==> config.mk <==
export PLATFORM = sky130hd
export DESIGN_NAME = board_b_d_gfx_arbiter
export DESIGN_NICKNAME = d
export VERILOG_FILES = /design/src/rtl/board_b_d_gfx_arbiter.sv
export SDC_FILE = /design/constraint.sdc
export NUM_CORES = 1
export LEC_CHECK = 0
export CAP_MARGIN = 25
export CORE_MARGIN = 1
export CORE_UTILIZATION = 35
export DETAILED_ROUTE_END_ITERATION = 6
export GPL_TIMING_DRIVEN = 0
export PLACE_DENSITY = 0.66
export SYNTH_ARGS = -nofsm -noshare
export SYNTH_HDL_FRONTEND = slang
export SYNTH_SLANG_ARGS = --single-unit
==> constraint.sdc <==
create_clock -name CLK_32M -period 9.2 [get_ports CLK_32M]
set_clock_uncertainty 0.1 [all_clocks]
set_input_delay 2.76 -clock CLK_32M [delete_from_list [all_inputs] [get_ports CLK_32M]]
set_output_delay 2.76 -clock CLK_32M [all_outputs]
set_load 0.05 [all_outputs]
==> src/rtl/board_b_d_gfx_arbiter.sv <==
// Round-robin arbiter sharing one graphics-ROM read port between tile layers A and B.
// One memory transaction is in flight at a time, each supervised by an abort timeout.
module board_b_d_gfx_arbiter #(
  parameter int unsigned AW      = 20,
  parameter int unsigned DW      = 32,
  parameter int unsigned TIMEOUT = 64
) (
  input  logic          CLK_32M,
  input  logic          RESET,
  input  logic          NL,
  input  logic          A_REQ,
  input  logic [AW-1:0] A_ADDR,
  output logic [DW-1:0] A_DATA,
  output logic          A_ACK,
  input  logic          B_REQ,
  input  logic [AW-1:0] B_ADDR,
  output logic [DW-1:0] B_DATA,
  output logic          B_ACK,
  output logic          MEM_REQ,
  output logic [AW-1:0] MEM_ADDR,
  input  logic          MEM_READY,
  input  logic [DW-1:0] MEM_DATA,
  input  logic          MEM_VALID,
  output logic          ERR
);

  localparam int unsigned CW = (TIMEOUT > 2) ? $clog2(TIMEOUT) : 1;
  localparam logic [CW-1:0] CntLast = (TIMEOUT == 0) ? '0 : CW'(TIMEOUT - 1);

  typedef enum logic [1:0] {StIdle, StIssue, StWait, StResp} state_e;

  state_e        state_q, state_d;
  logic          owner_q, owner_d;  // 0: layer A, 1: layer B
  logic          prio_q, prio_d;    // 0: layer A wins a tie
  logic [CW-1:0] cnt_q, cnt_d;
  logic          mem_req_q, mem_req_d;
  logic [AW-1:0] mem_addr_q, mem_addr_d;
  logic [DW-1:0] a_data_q, a_data_d;
  logic [DW-1:0] b_data_q, b_data_d;
  logic          a_ack_q, a_ack_d;
  logic          b_ack_q, b_ack_d;
  logic          err_q, err_d;

  logic any_req, grant_b, active, done, expire;

  always_comb begin
    any_req = A_REQ || B_REQ;
    grant_b = B_REQ && (!A_REQ || prio_q);
    active  = (state_q == StIssue) || (state_q == StWait);
    done    = (state_q == StWait) && MEM_VALID;
    // A completion landing on the expiry cycle takes precedence over the abort.
    expire  = active && (TIMEOUT != 0) && (cnt_q == CntLast) && !done;
  end

  always_ff @(posedge CLK_32M or posedge RESET) begin
    if (RESET) begin
      state_q <= StIdle;
    end else begin
      state_q <= state_d;
    end
  end

  always_comb begin
    state_d = state_q;
    case (state_q)
      StIdle:  if (any_req) state_d = StIssue;
      StIssue: begin
        if (expire) begin
          state_d = StResp;
        end else if (MEM_READY) begin
          state_d = StWait;
        end
      end
      StWait:  if (done || expire) state_d = StResp;
      StResp:  state_d = StIdle;
      default: state_d = StIdle;
    endcase
  end

  always_comb begin
    owner_d    = owner_q;
    prio_d     = prio_q;
    cnt_d      = active ? cnt_q + CW'(1) : cnt_q;
    mem_req_d  = mem_req_q;
    mem_addr_d = mem_addr_q;
    a_data_d   = a_data_q;
    b_data_d   = b_data_q;
    a_ack_d    = 1'b0;
    b_ack_d    = 1'b0;
    err_d      = err_q;

    if (state_q == StIdle && any_req) begin
      owner_d    = grant_b;
      mem_req_d  = 1'b1;
      mem_addr_d = grant_b ? B_ADDR : A_ADDR;
      cnt_d      = '0;
    end

    if (state_q == StIssue && MEM_READY) begin
      mem_req_d = 1'b0;
    end

    if (done || expire) begin
      // An aborted fetch returns zero so the tile renders transparent.
      mem_req_d = 1'b0;
      if (owner_q) begin
        b_data_d = done ? MEM_DATA : '0;
        b_ack_d  = 1'b1;
      end else begin
        a_data_d = done ? MEM_DATA : '0;
        a_ack_d  = 1'b1;
      end
      if (expire) err_d = 1'b1;
      prio_d = ~owner_q;
    end

    if (NL) prio_d = 1'b0;
  end

  always_ff @(posedge CLK_32M or posedge RESET) begin
    if (RESET) begin
      owner_q    <= 1'b0;
      prio_q     <= 1'b0;
      cnt_q      <= '0;
      mem_req_q  <= 1'b0;
      mem_addr_q <= '0;
      a_data_q   <= '0;
      b_data_q   <= '0;
      a_ack_q    <= 1'b0;
      b_ack_q    <= 1'b0;
      err_q      <= 1'b0;
    end else begin
      owner_q    <= owner_d;
      prio_q     <= prio_d;
      cnt_q      <= cnt_d;
      mem_req_q  <= mem_req_d;
      mem_addr_q <= mem_addr_d;
      a_data_q   <= a_data_d;
      b_data_q   <= b_data_d;
      a_ack_q    <= a_ack_d;
      b_ack_q    <= b_ack_d;
      err_q      <= err_d;
    end
  end

  assign MEM_REQ  = mem_req_q;
  assign MEM_ADDR = mem_addr_q;
  assign A_DATA   = a_data_q;
  assign A_ACK    = a_ack_q;
  assign B_DATA   = b_data_q;
  assign B_ACK    = b_ack_q;
  assign ERR      = err_q;

endmodule
Yosys cells after proc, flatten, opt, wreduce, memory -nomap -nowiden
Index checks and enable logic that the tools add are counted.
{"block": "totals", "word_cells": 58, "inputBits": 79, "out_inout_bits": 88, "register_bits": 98}
{"block": "op_classes", "n_addsub": 1, "mux": 18, "bitwise_logic": 1, "eq_ne": 7, "n_reduce_logical": 20}
{"operator": "$mux W32", "count": 1}
{"operator": "$mux W20", "count": 1}
{"operator": "$mux W6", "count": 2}
{"operator": "$mux W1", "count": 9}
{"operator": "$mux W2", "count": 4}
{"operator": "$pmux W2 S4", "count": 1}
{"operator": "$add A6 B1 Y6 const B", "count": 1}
{"operator": "$eq A6 B6 Y1 const B", "count": 1}
{"operator": "$logic_and A1 B1 Y1", "count": 6}
{"operator": "$reduce_and A2 Y1", "count": 3}
{"operator": "$eq A2 B2 Y1 const B", "count": 2}
{"operator": "$logic_or A1 B1 Y1", "count": 4}
{"operator": "$reduce_bool A2 Y1", "count": 2}
{"operator": "$ne A3 B3 Y1 const B", "count": 1}
{"operator": "$reduce_and A3 Y1", "count": 1}
{"operator": "$reduce_bool A3 Y1", "count": 1}
{"operator": "$eq A2 B1 Y1 const B", "count": 1}
{"operator": "$logic_not A1 Y1", "count": 2}
{"operator": "$logic_not A2 Y1", "count": 1}
{"operator": "$ne A2 B1 Y1 const B", "count": 1}
{"operator": "$ne A2 B2 Y1 const B", "count": 1}
{"operator": "$not A1 Y1", "count": 1}

Longest topological paths before layout
Gate-level depths: netlist of the first run.
{"block": "depth", "word_depth": 7, "depth_mapped": 9, "mapped_depth_nobuf": 7}

Least setup slack after synthesis of the first run
No wires, ideal clock.
{"block": "synth_timing", "path_kind": "input port to flip-flop", "from": "input port A_REQ", "to": "register mem_addr_q[10] (netlist: MEM_ADDR[10])", "arrival_ns": 3.524, "path_slack_ns": 5.443, "setup_ns": 0.133, "stages": 5, "required_ns": 8.967, "n_path_buf": 1, "cell_sequence": "inv_1 -> o21ai_1 -> buf_2 -> mux2i_1 -> o21ai_0"}
{"block": "synth_between", "elab_chain_len": 4, "word_cells_on_any_way": 6, "cone_classes": "1 x mux; 5 x reduce/logical"}
{"item": "from (decl)", "line_no": "11", "text": "input logic A_REQ,"}
{"item": "$logic_not A1 Y1", "line_no": "48", "text": "grant_b = B_REQ && (!A_REQ || prio_q);"}
{"item": "$logic_or A1 B1 Y1", "line_no": "48"}
{"item": "$logic_and A1 B1 Y1", "line_no": "48"}
{"item": "$mux W20", "line_no": "95", "text": "mem_addr_d = grant_b ? B_ADDR : A_ADDR;"}
{"item": "to (signal assigned)", "line_no": "137", "text": "mem_addr_q <= mem_addr_d;"}
{"item": "to (decl)", "line_no": "37", "text": "logic [AW-1:0] mem_addr_q, mem_addr_d;"}
Several ways; a longest one is shown, not always the timed one.
A chain may end at the register's enable or synchronous reset.

Final worst setup path of the first run
{"block": "layout_timing", "from": "register a_data_q[2] (netlist: A_DATA[2])", "to": "output port A_DATA[2]"}
{"item": "from (decl)", "line_no": "38", "text": "logic [DW-1:0] a_data_q, a_data_d;"}
{"item": "from (signal assigned)", "line_no": "138", "text": "a_data_q <= a_data_d;"}
{"item": "to (decl)", "line_no": "13", "text": "output logic [DW-1:0] A_DATA,"}
No word-level cell between the ends.

==> results of run 1 <==
==> kinds of logic (layout without fill, tap and decap cells) <==
group                      count (synthesis)  count (layout)  synth area share
adders and majority gates                  4               4            0.0129
xor gates and xnor gates                   4               4           0.00901
DFF                                       98              98             0.631
and+or+nand+nor                           49              49            0.0579
muxes                                     22              22            0.0569
AOI/OAI and AO/OA                         98              98             0.194
buffers and inverters                     29             212            0.0383
==> synth_stat cells, drive strengths merged <==
cell	count
ha	4
nand2b	2
o311a	1
nor3b	1
inv	8
or3	1
dfrtp	98
buf	10
nand3	3
or2	1
mux2	1
a2111oi	1
and3	1
a21oi	2
nand2	26
o31ai	1
a211oi	1
a22o	64
nor2	11
xor2	3
nor3	1
clkbuf	11
o21ai	26
o221ai	2
nand4	2
mux2i	21
xnor2	1
==> worst reg2reg max path, delay by kind of cell (launching register included) <==
family	cells	cell delay, ps
AOI/OAI and AO/OA	2	520
buffers and inverters	3	480
and+or+nand+nor	2	340
DFF	1	360
adders and majority gates	1	280
==> layout make-up <==
class                           count  area (sq um)  area share
Tap cell                          140           175      0.0295
Sequential cell                    98          2450       0.413
Timing Repair Buffer              167          1690       0.284
Clock buffer                        9           124      0.0208
Multi-Input combinational cell    177          1290       0.217
Clock inverter                      7          62.6      0.0105
Buffer                             21           119      0.0200
Inverter                            8          32.5     0.00547
==> layer usage <==
layer / GRT usage / vias to the layer above / wire (um)
li1: - / 1468 / -
met1: 0.240 / 1530 / 4500
met2: 0.288 / 118 / 4640
met3: 0.0460 / 10 / 792
met4: 0.0705 / 0 / 115
met5: 0 / - / 0
==> worst max-delay path by stage <==
| stage | from | to | slack (ps) | depth (start not counted) |
|---|---|---|---|---|
| floorplan | RESET | A_ACK | 3780 | 1 |
| global placement | RESET | A_DATA[22] | 2370 | 2 |
| detailed placement | MEM_VALID | A_DATA[22] | 4650 | 5 |
| CTS | A_DATA[4] | A_DATA[4] | 4750 | 1 |
| global route | A_DATA[4] | A_DATA[4] | 4710 | 1 |
| finish | A_DATA[2] | A_DATA[2] | 4770 | 1 |
==> power groups by stage <==
| stage | Sequential (mW) | Combinational (mW) | Clock, mW |
|---|---|---|---|
| 2_1_floorplan | 1.33 | 0.318 | 0 |
| 3_3_place_gp | 0.733 | 1.38 | 0 |
| 3_5_place_dp | 0.736 | 1.40 | 0 |
| 4_1_cts | 0.732 | 1.40 | 0.274 |
| 5_1_grt | 0.757 | 1.47 | 0.294 |
| 6_report | 0.730 | 1.39 | 0.269 |
==> metrics by stage <==
| step | util | std cells |
|---|---|---|
| 2_1_floorplan | - | 304 |
| 3_3_place_gp | 0.528 | 610 |
| 3_5_place_dp | 0.531 | 611 |
| 4_1_cts | 0.548 | 627 |
| 5_1_grt | 0.548 | 627 |
| 6_report | 0.548 | 627 |
==> state kept, by name, indices dropped and copies added, names as in the netlist, 2 cells and up <==
name / cells
state_q: 2
B_DATA: 32
MEM_ADDR: 20
A_DATA: 32
cnt_q: 6
==> run_results.csv, run 1 <==
group,metric,value,unit
worst_hold_path,hp-class,"reg2reg",
critical_path,reg2reg_from,"state_q[0]",
floorplan,die_width,107,um
power,net-switching-power,1.16,mW
logic_synthesis,yosysTopAreaCellShare,0.631,
critical_path,crit_slowest_cell,"clkdlybuf4s50_1",
logic_synthesis,synth_cells,304,
power,peakVddDrop,0.194,mV
sta,min_period_over_period,0.482,
sta,worst_slew_pin_slew,603,ps
logic_synthesis,avgSynthCellArea,12.8,sq um
global_route,grt_usage,0.182,
critical_path,crit_buf_inv,1,
floorplan,start_util,0.359,
clock_network,ctsHoldBuffers,0,
layout,fin_area,5940,sq um
detailed_routing,routed_wl,10.0,mm
global_route,grt_pass1_vias,3225,
floorplan,die_h,107,um
power,p_comb_frac,0.582,
placed_design,portBuffers,166,
clock_network,cts_buffer_depth,2,
critical_path,cp.required,6340,ps
detailed_routing,drt_iter0_markers,150,
placed_design,gp_congestion,0.763,
detailed_routing,drtAntennaViolNets,0,
power,p_leak,2.64,nW
global_route,antenna_found_initial,0,
placed_design,hpwl,7.23,mm
sta,setup_tns,0,ps
logic_synthesis,ys_top_cells_by_area,"dfrtp_1 (63%), a22o_1 (14%), mux2i_1 (5.4%)",
clock_network,cts_buffers,9,
global_route,gr-total-overflow,0,
logic_synthesis,synth.net_count,387,
critical_path,rrSetupSlack,7020,ps
critical_path,rr_worst_depth,8,
floorplan,core-area,10800,sq um
logic_synthesis,ys_seq_area_frac,0.631,
placed_design,dpl-instance-area,5760,sq um
critical_path,worstSetupPathType,"reg2out",
floorplan,rows,38,
sta,hold_viol,0,
logic_synthesis,synth.cell_area,3890,sq um
clock_network,ctsRootBufferMaster,"clkbuf_8",
clock_network,htreeDepth,3,
logic_synthesis,yosysTopAreaCell,"dfrtp_1",
clock_network,clock_sinks,98,
critical_path,worstReg2RegEnd,"B_DATA[15]",
clock_network,cts_setup_buffers,0,
flow_run,drv_cap,0,
worst_hold_path,min_to,"ERR",
power,switching_share,0.487,
layout,final_cell_mix,"clkdlybuf4s50_1 (166), dfrtp_1 (98), a22o_1 (64)",
sta,period_needed,4430,ps
global_route,grt_first_pass_wirelength,16.2,mm
power,totalPowerFinal,2.39,mW
critical_path,worstPathMaxFanout,2,
floorplan,dieArea,11500,sq um
detailed_routing,vias,3126,
detailed_routing,vias_per_cell,4.99,
power,p_seq_frac,0.305,
clock_network,cts_tree,"yes",
clock_network,cts_resized,0,
worst_hold_path,hp-start,"ERR",
sta,final-max-slew-violation-count,0,
power,power_density,402,nW/um^2
layout,fillers,972,
sta,finalSetupViolCount,0,
clock_network,clk_pin_slew,110,ps
floorplan,pin_count,167,
logic_synthesis,synth.distinct_cells,32,
logic_synthesis,synth_seq_cells,98,
sta,max_slew_margin,0.598,
sta,max_freq,226,MHz
critical_path,start_kind,"flip-flop",
layout,finalNetCount,565,
layout,final_common_cell,"clkdlybuf4s50_1",
layout,area_growth,52.8,%
critical_path,cp_top_family,"buffers and inverters",
sta,finalWorstSetupSlack,4770,ps
sta,rsz0062_at_grt,"no",
global_route,grt_max_degree,54,
critical_path,endpoint_kind,"primary output",
detailed_routing,wl_per_cell,16.0,um
placed_design,dpl_worst_slack,4650,ps
critical_path,crit_arrival,1570,ps
layout,antennaDiodeCount,0,
critical_path,max_stage_delay,810,ps
status,status,"completed",
worst_hold_path,hold_depth,1,
critical_path,crit_chain,"clkdlybuf4s50_1",
clock_network,clk_latency,360,ps
detailed_routing,dr.pass1.iters,4,
layout,drive_above_1_share,0.0678,
detailed_routing,route.detailed.drc,0,
logic_synthesis,ys_warn_count,0,
power,clkPwrFrac,0.112,
power,internal_power,1.23,mW
sta,hold_slack,380,ps
No activity file was read; power rests on OpenSTA's default activity.
==> inputs of run 2 (changes only) <==
Settings changed: PLACE_DENSITY 0.66 to 0.69.
Clock period 9.2 ns to 3.6 ns, I/O delays scaled along.
==> run 2 against run 1 <==
Against the previous run: cell area grew 0.51%; die area is the same; sequential power grew to 2.5 times the previous value; count of clock-buffer cells in the layout grew 2; first-iteration DRC count shrank 23%; core utilization grew 0.28 points; total power grew to 2.6 times the previous value.
==> run_results.csv, run 2 (same netlist as run 1, synthesis figures left out) <==
group,metric,value,unit
status,status,"completed",
critical_path,worstReg2RegEnd,"B_DATA[23]",
critical_path,worstSetupPathType,"reg2out",
detailed_routing,drtAntennaViolNets,0,
detailed_routing,vias,3165,
floorplan,core-area,10800,sq um
sta,final-max-slew-violation-count,0,
sta,period_needed,2740,ps
layout,antennaDiodeCount,0,
worst_hold_path,hp-start,"ERR",
critical_path,max_stage_delay,830,ps
critical_path,cp.required,2420,ps
power,p_leak,2.66,nW
sta,max_slew_margin,0.612,
global_route,antenna_found_initial,0,
critical_path,rr_worst_depth,8,
layout,finalNetCount,566,
detailed_routing,vias_per_cell,5.05,
placed_design,dp_cells,612,
worst_hold_path,hold_depth,1,
clock_network,ctsRootBufferMaster,"clkbuf_8",
floorplan,start_util,0.359,
power,peakVddDrop,0.490,mV
clock_network,cts_buffers,9,
global_route,grt_first_pass_wirelength,16.0,mm
floorplan,die_width,107,um
floorplan,rows,38,
sta,finalSetupViolCount,0,
placed_design,gp_congestion,0.726,
detailed_routing,wl_per_cell,15.8,um
critical_path,cp_top_family,"buffers and inverters",
floorplan,pin_count,167,
detailed_routing,dr.pass1.iters,4,
detailed_routing,route.detailed.drc,0,
layout,area_growth,53.6,%
power,power_density,1030,nW/um^2
clock_network,htreeDepth,3,
placed_design,portBuffers,166,
critical_path,crit_arrival,1560,ps
critical_path,worstPathMaxFanout,2,
layout,multi_input_area,1290,sq um
sta,rsz0062_at_grt,"no",
clock_network,clock_sinks,98,
clock_network,cts_setup_buffers,0,
critical_path,rrSetupSlack,1350,ps
worst_hold_path,min_to,"ERR",
layout,seq_area,2450,sq um
critical_path,reg2reg_from,"state_q[1]",
power,totalPowerFinal,6.15,mW
flow_run,drv_cap,0,
floorplan,dieArea,11500,sq um
detailed_routing,routed_wl,9.90,mm
layout,final_core_util,0.551,
layout,fillers,974,
critical_path,start_kind,"flip-flop",
critical_path,endpoint_kind,"primary output",
sta,max_freq,365,MHz
global_route,grt_pass1_vias,3258,
global_route,grt_max_degree,42,
detailed_routing,drt_iter0_markers,115,
critical_path,crit_chain,"clkdlybuf4s50_1",
clock_network,cts_buffer_depth,2,
sta,hold_viol,0,
global_route,grt_usage,0.180,
floorplan,die_h,107,um
clock_network,ctsHoldBuffers,0,
critical_path,crit_slowest_cell,"clkdlybuf4s50_1",
layout,finalNonFillerCells,627,
clock_network,clk_latency,360,ps
worst_hold_path,hp-class,"reg2reg",
layout,final_cell_mix,"clkdlybuf4s50_1 (166), dfrtp_1 (98), a22o_1 (64)",
clock_network,clk_pin_slew,90,ps
sta,min_period_over_period,0.761,
global_route,gr-total-overflow,0,
layout,final_common_cell,"clkdlybuf4s50_1",
clock_network,cts_tree,"yes",
sta,worst_slew_pin_slew,581,ps
layout,drive_above_1_share,0.0678,
critical_path,crit_buf_inv,1,
placed_design,hpwl,7.16,mm
sta,setup_tns,0,ps
clock_network,cts_resized,0,
run 2: cell type report:
| type | instances | area share |
|---|---|---|
| repair buffers | 168 | 0.285 |
| inverters | 8 | 0.00566 |
| flip-flops and latches | 98 | 0.411 |
| clock buffers | 11 | 0.0254 |
| well taps | 140 | 0.0293 |
| clock inverters | 4 | 0.00859 |
| multi-input cells | 177 | 0.216 |
| plain buffers | 21 | 0.0199 |
run 2: per-stage QoR:
stage	hold WS [ps]	cell area, sq um	setup WS (ps)
floorplan	391	3890	1260
global placement	356	5730	271
detailed placement	370	5770	736
CTS	391	5970	834
global route	407	5970	803
finish	380	5970	859
run 2: power breakdown:
group          total [mW]  leakage, nW  internal [mW]  switching [mW]
Combinational        3.56         1.32           1.29            2.27
Clock               0.726        0.101          0.356           0.370
Sequential           1.86         1.23           1.59           0.275
run 2: worst max path at each step:
stage	slack (ps)	to	depth (start not counted)	startpoint
finish	860	A_DATA[8]	1	A_DATA[8]
global route	800	MEM_ADDR[1]	1	MEM_ADDR[1]
CTS	830	A_DATA[8]	1	A_DATA[8]
detailed placement	740	A_DATA[1]	5	MEM_VALID
global placement	270	A_DATA[19]	2	RESET
floorplan	1260	A_ACK	1	RESET
run 2: per-layer routing:
layer	up-vias	GRT usage	wire (um)
met2	122	0.287	4600
met4	0	0.0763	170
li1	1459	-	-
met3	12	0.0412	709
met5	-	0	0
met1	1572	0.235	4420
